`src/rtl/frac_div_sched.sv`:
```
// frac_div_sched: arbitrates two requesters onto one fixed-latency
// fractional divider and returns each quotient over a valid/ready response
// channel.
//
// Ports:
//   clk, rst_n             clock (posedge), asynchronous active-low reset
//   req{0,1}_valid/ready   operand handshake per requester (ready is combinational)
//   req{0,1}_a/_b          dividend / divisor, format 0.x, NI bits
//   div_start              one-cycle start pulse to the shared divider
//   div_a, div_b           operands to the divider, held until the result is taken
//   div_q                  divider quotient, format q[0].q[-1..-NO]
//   rsp_valid/ready        response handshake
//   rsp_id                 index of the requester being answered
//   rsp_q                  quotient (all ones on divide-by-zero)
//   rsp_err                divide-by-zero flag
//   busy                   high whenever the scheduler is not idle
module frac_div_sched #(
    parameter int unsigned NI  = 32,
    parameter int unsigned NO  = 40,
    parameter int unsigned LAT = 43
) (
    input  logic          clk,
    input  logic          rst_n,
    input  logic          req0_valid,
    output logic          req0_ready,
    input  logic [NI-1:0] req0_a,
    input  logic [NI-1:0] req0_b,
    input  logic          req1_valid,
    output logic          req1_ready,
    input  logic [NI-1:0] req1_a,
    input  logic [NI-1:0] req1_b,
    output logic          div_start,
    output logic [NI-1:0] div_a,
    output logic [NI-1:0] div_b,
    input  logic [NO:0]   div_q,
    output logic          rsp_valid,
    input  logic          rsp_ready,
    output logic          rsp_id,
    output logic [NO:0]   rsp_q,
    output logic          rsp_err,
    output logic          busy
);

    localparam int unsigned CW = (LAT < 2) ? 1 : $clog2(LAT + 1);

    localparam logic [1:0] IDLE  = 2'd0;
    localparam logic [1:0] START = 2'd1;
    localparam logic [1:0] WAIT  = 2'd2;
    localparam logic [1:0] RESP  = 2'd3;

    logic [1:0]    state;
    logic [1:0]    next_state;
    logic          prio;
    logic [CW-1:0] cnt;

    logic          grant_c;
    logic          accept_c;
    logic          b_zero_c;
    logic          wait_done_c;
    logic [NI-1:0] sel_a_c;
    logic [NI-1:0] sel_b_c;

    // Arbitration: a lone requester wins, otherwise the priority holder wins.
    always_comb begin
        grant_c    = 1'b0;
        req0_ready = 1'b0;
        req1_ready = 1'b0;
        if (req0_valid && req1_valid) begin
            grant_c = prio;
        end else begin
            grant_c = req1_valid;
        end
        if (state == IDLE) begin
            req0_ready = req0_valid && !grant_c;
            req1_ready = req1_valid &&  grant_c;
        end
    end

    // Operands of the granted requester.
    always_comb begin
        sel_a_c     = grant_c ? req1_a : req0_a;
        sel_b_c     = grant_c ? req1_b : req0_b;
        accept_c    = req0_ready || req1_ready;
        b_zero_c    = (sel_b_c == '0);
        // cnt holds LAT on the first WAIT cycle, so cnt==1 is the LAT-th edge.
        wait_done_c = (cnt <= CW'(1));
    end

    // Next-state logic.
    always_comb begin
        next_state = state;
        case (state)
            IDLE: begin
                if (accept_c) begin
                    next_state = b_zero_c ? RESP : START;
                end
            end
            START: begin
                next_state = WAIT;
            end
            WAIT: begin
                if (wait_done_c) begin
                    next_state = RESP;
                end
            end
            RESP: begin
                if (rsp_ready) begin
                    next_state = IDLE;
                end
            end
            default: begin
                next_state = IDLE;
            end
        endcase
    end

    // State register.
    always_ff @(posedge clk or negedge rst_n) begin
        if (!rst_n) begin
            state <= IDLE;
        end else begin
            state <= next_state;
        end
    end

    // Status outputs derived from the upcoming state so they align with it.
    always_ff @(posedge clk or negedge rst_n) begin
        if (!rst_n) begin
            div_start <= 1'b0;
            rsp_valid <= 1'b0;
            busy      <= 1'b0;
        end else begin
            div_start <= (state == IDLE) && (next_state == START);
            rsp_valid <= (next_state == RESP);
            busy      <= (next_state != IDLE);
        end
    end

    // Operand capture, latency counter, response data and priority.
    always_ff @(posedge clk or negedge rst_n) begin
        if (!rst_n) begin
            div_a   <= '0;
            div_b   <= '0;
            cnt     <= '0;
            rsp_id  <= 1'b0;
            rsp_q   <= '0;
            rsp_err <= 1'b0;
            prio    <= 1'b0;
        end else begin
            case (state)
                IDLE: begin
                    if (accept_c) begin
                        div_a  <= sel_a_c;
                        div_b  <= sel_b_c;
                        rsp_id <= grant_c;
                        if (b_zero_c) begin
                            rsp_q   <= '1;
                            rsp_err <= 1'b1;
                        end
                    end
                end
                START: begin
                    cnt <= CW'(LAT);
                end
                WAIT: begin
                    cnt <= cnt - CW'(1);
                    if (wait_done_c) begin
                        rsp_q   <= div_q;
                        rsp_err <= 1'b0;
                    end
                end
                RESP: begin
                    // Fairness: the requester not just served gets priority.
                    if (rsp_ready) begin
                        prio <= ~rsp_id;
                    end
                end
                default: begin
                    cnt <= '0;
                end
            endcase
        end
    end

endmodule

```
`config.mk`:
```
export PLATFORM = sky130hd
export DESIGN_NAME = frac_div_sched
export DESIGN_NICKNAME = d
export VERILOG_FILES = /design/src/rtl/frac_div_sched.sv
export SDC_FILE = /design/constraint.sdc
export NUM_CORES = 1
export LEC_CHECK = 0
export CORE_MARGIN = 2
export CORE_UTILIZATION = 38
export DETAILED_ROUTE_END_ITERATION = 6
export HOLD_SLACK_MARGIN = 0.06
export PLACE_DENSITY_LB_ADDON = 0.25
export SLEW_MARGIN = 25
export SYNTH_ARGS = -nofsm -noshare
export SYNTH_HDL_FRONTEND = slang
export SYNTH_SLANG_ARGS = --single-unit
```
`constraint.sdc`:
```
create_clock -name clk -period 1.9 [get_ports clk]
set_input_delay 0.19 -clock clk [delete_from_list [all_inputs] [get_ports clk]]
set_output_delay 0.19 -clock clk [all_outputs]
set_load 0.02 [all_outputs]
```
==> impl_metrics.json <==
{
  "status": "complete, but fails checks",
  "violations": "setup timing",
  "die_w_um": 134,
  "die_h_um": 134,
  "switching_share": 0.365,
  "period_share": 1.04,
  "maxCapViolations": 0,
  "dp_hpwl_um": 15000,
  "drt_iter0_drc": 292,
  "worst_slack_ps": -74.3,
  "whs_ps": 164,
  "clkPwrFrac": 0.275,
  "cp.required_ps": 2200,
  "path_clk_slew_ps": 60,
  "pwr-share-comb": 0.442,
  "intPower_w": 0.00823,
  "syn_nets": 887,
  "drc": 0,
  "maxSlewHeadroom": 0.652,
  "peakVddDrop_mv": 0.724,
  "p_leak_nw": 5.14,
  "drv_slew": 0,
  "async_reset_ff_frac": 1.00,
  "area_growth_pct": 70.9,
  "setup-tns-final_ps": -829,
  "crit_start": "req1_b[20]",
  "final_area_mm2": 0.0110,
  "cts_tree": "built",
  "critPathKind": "in2reg",
  "grt_pass1_vias": 6442,
  "end_kind": "flop",
  "cts_made_buffers": 17,
  "core_mm2": 0.0166,
  "cp-start-kind": "primary input",
  "synthTopCellsByArea": "dfrtp_1 46%, mux2i_1 16%, nand2_1 7.4%",
  "ant_nets": 0,
  "fin_nets": 1208,
  "cp_max_fo": 7,
  "clk_path_buf_depth": 2,
  "initial_core_util": 0.388,
  "gp_congestion": 0.826,
  "synthFlopType": "dfrtp_1",
  "r2r_end": "rsp_q[40]",
  "place_area_mm2": 0.00981,
  "fin_crit_ps": 1970,
  "pin_count": 286,
  "grt_start_max_net_pins": 127,
  "rows": 47,
  "grt_pass1_wl_um": 34700,
  "switchingPower_w": 0.00474,
  "synth.most_common_cell": "nand2_1",
  "grt-ovfl-total": 0,
  "clock-sinks": 119,
  "pwr-share-seq": 0.283,
  "port_buffers": 285,
  "power_w": 0.0130,
  "vias_per_cell": 4.98,
  "die-area_mm2": 0.0180,
  "cp.arrival_ps": 2270,
  "cts_root_buf": "clkbuf_16",
  "antenna_found_initial": 1,
  "wl_per_cell_um": 17.3,
  "grt_use_total": 0.248,
  "synth.distinct_cells": 37,
  "drive_gt1_frac": 0.141,
  "r2r_slack_ps": -50,
  "yosys-top-cells-count": "126 x nand2_1, 119 x dfrtp_1, 101 x mux2i_1",
  "hold_viol_final": 0,
  "r2r-start": "prio",
  "hp-class": "in2reg",
  "fillCellCount": 1344,
  "synth.cell_area_mm2": 0.00643,
  "rsz0062_at_grt": "yes",
  "drt-pass1-iter-count": 4,
  "ys_warn_count": 0,
  "setup_viol": 33,
  "wl_um": 21900,
  "multi_input_area_mm2": 0.00327,
  "post-place-cells": 1212,
  "syn_inst": 707,
  "seq_area_frac_synth": 0.463,
  "h-tree-depth": 4,
  "rr_worst_depth": 8,
  "seqCellArea_mm2": 0.00298,
  "vias": 6282,
  "p_per_area_mw_per_mm2": 1180,
  "synth-edff-count": 0,
  "synth-seq-cells": 119,
  "avgSynthCellArea_um2": 9.09,
  "endpoint": "rsp_q[40]",
  "final_cells": 1262,
  "fin_skew_ps": 5.38,
  "worst_pin_slew_ps": 521,
  "synth_top_area_frac": 0.463,
  "clk_latency_ps": 410,
  "yosysTopAreaCell": "dfrtp_1",
  "max_freq_mhz": 507
}
## metrics by stage
stage / util / setup slack, ps
after floorplan: - / 8.92
after global placement: 0.591 / -669
after detailed placement: 0.591 / -687
after CTS: 0.654 / -66.3
after global routing: 0.663 / -171
final: 0.663 / -74.3
## repair_timing
| action | CTS | global route |
|---|---|---|
| buffers inserted | 6 | 7 |
| gates resized for setup | 62 | 46 |
| hold buffers | 1 | 0 |
| hold endpoints to repair | 35 | 0 |
| setup endpoints to repair | 69 | 53 |
| pin swaps | 38 | 20 |
| gates cloned | 7 | 0 |
## state kept, by name, indices dropped and copies added, names as in the netlist, 2 cells and up
name	count
div_b	32
state	2
div_a	32
cnt	6
rsp_q	41
## cell usage in the layout, fill, tap and decap left out, types with 3 or more instances in the layout
master,instances
clkdlybuf4s50_1,252
nand2_1,123
dfrtp_1,119
mux2i_1,99
o21ai_0,71
buf_4,49
nor2_1,47
inv_1,46
a211o_1,35
a21oi_1,29
dlygate4sd2_1,23
clkbuf_16,17
a21oi_2,10
buf_12,10
nor4_2,8
dlymetal6s2s_1,6
buf_6,6
nor4_1,5
nand3_1,5
bufinv_16,5
ha_1,4
clkinvlp_4,4
buf_16,4
buf_8,4
nand2b_1,3
a221o_1,3
o311a_1,3
## worst max-delay path: stages
cell,delay (ps)
clkdlybuf4s50_1,460
nor4_4,320
buf_4,160
nand2_1,50
nor2_2,140
o221ai_4,170
buf_4,190
buf_16,140
mux2i_1,130
a221o_1,320
## area by class of cell
type / instances / area share
antenna: 1 / 0.000228
tap: 220 / 0.0251
multi-input combinational: 486 / 0.298
clock inverter: 12 / 0.0181
inverter: 48 / 0.0164
sequential: 119 / 0.271
clock buffer: 20 / 0.0416
timing repair buffer: 356 / 0.330
## metal layers
metal  part of all wire  GRT usage  up-vias
met5                  0          0        -
met4              0.032      0.110        0
met3              0.050     0.0540       44
met2               0.50      0.411      174
met1               0.42      0.312     2985
li1                   -          -     3079
## power by group through the flow
stage | combinational (W) | sequential [W] | clock, W
after floorplan | 0.00186 | 0.00459 | 0
after global placement | 0.00543 | 0.00368 | 0
after detailed placement | 0.00548 | 0.00371 | 0
after CTS | 0.00559 | 0.00368 | 0.00365
after global routing | 0.00621 | 0.00378 | 0.00376
final | 0.00573 | 0.00367 | 0.00356
## how the worst min path moves through the flow
stage / start / end / cells past startpoint
5_1_grt: req1_b[5] / div_b[5] / 3
2_1_floorplan: rst_n / busy / 0
3_5_place_dp: rst_n / div_a[12] / 1
3_3_place_gp: rst_n / div_a[8] / 1
4_1_cts: req0_b[31] / div_b[31] / 3
6_report: req1_b[11] / div_b[11] / 3
## logic make-up after synthesis
logic type	count (synthesis)	synth area share
DFF	119	0.463
xor gates and xnor gates	1	0.00136
muxes	104	0.163
and+or+nand+nor	212	0.137
AOI/OAI and AO/OA	163	0.158
buffers and inverters	102	0.0666
adders and majority gates	6	0.0117
Power figures use the tool's default switching activity.
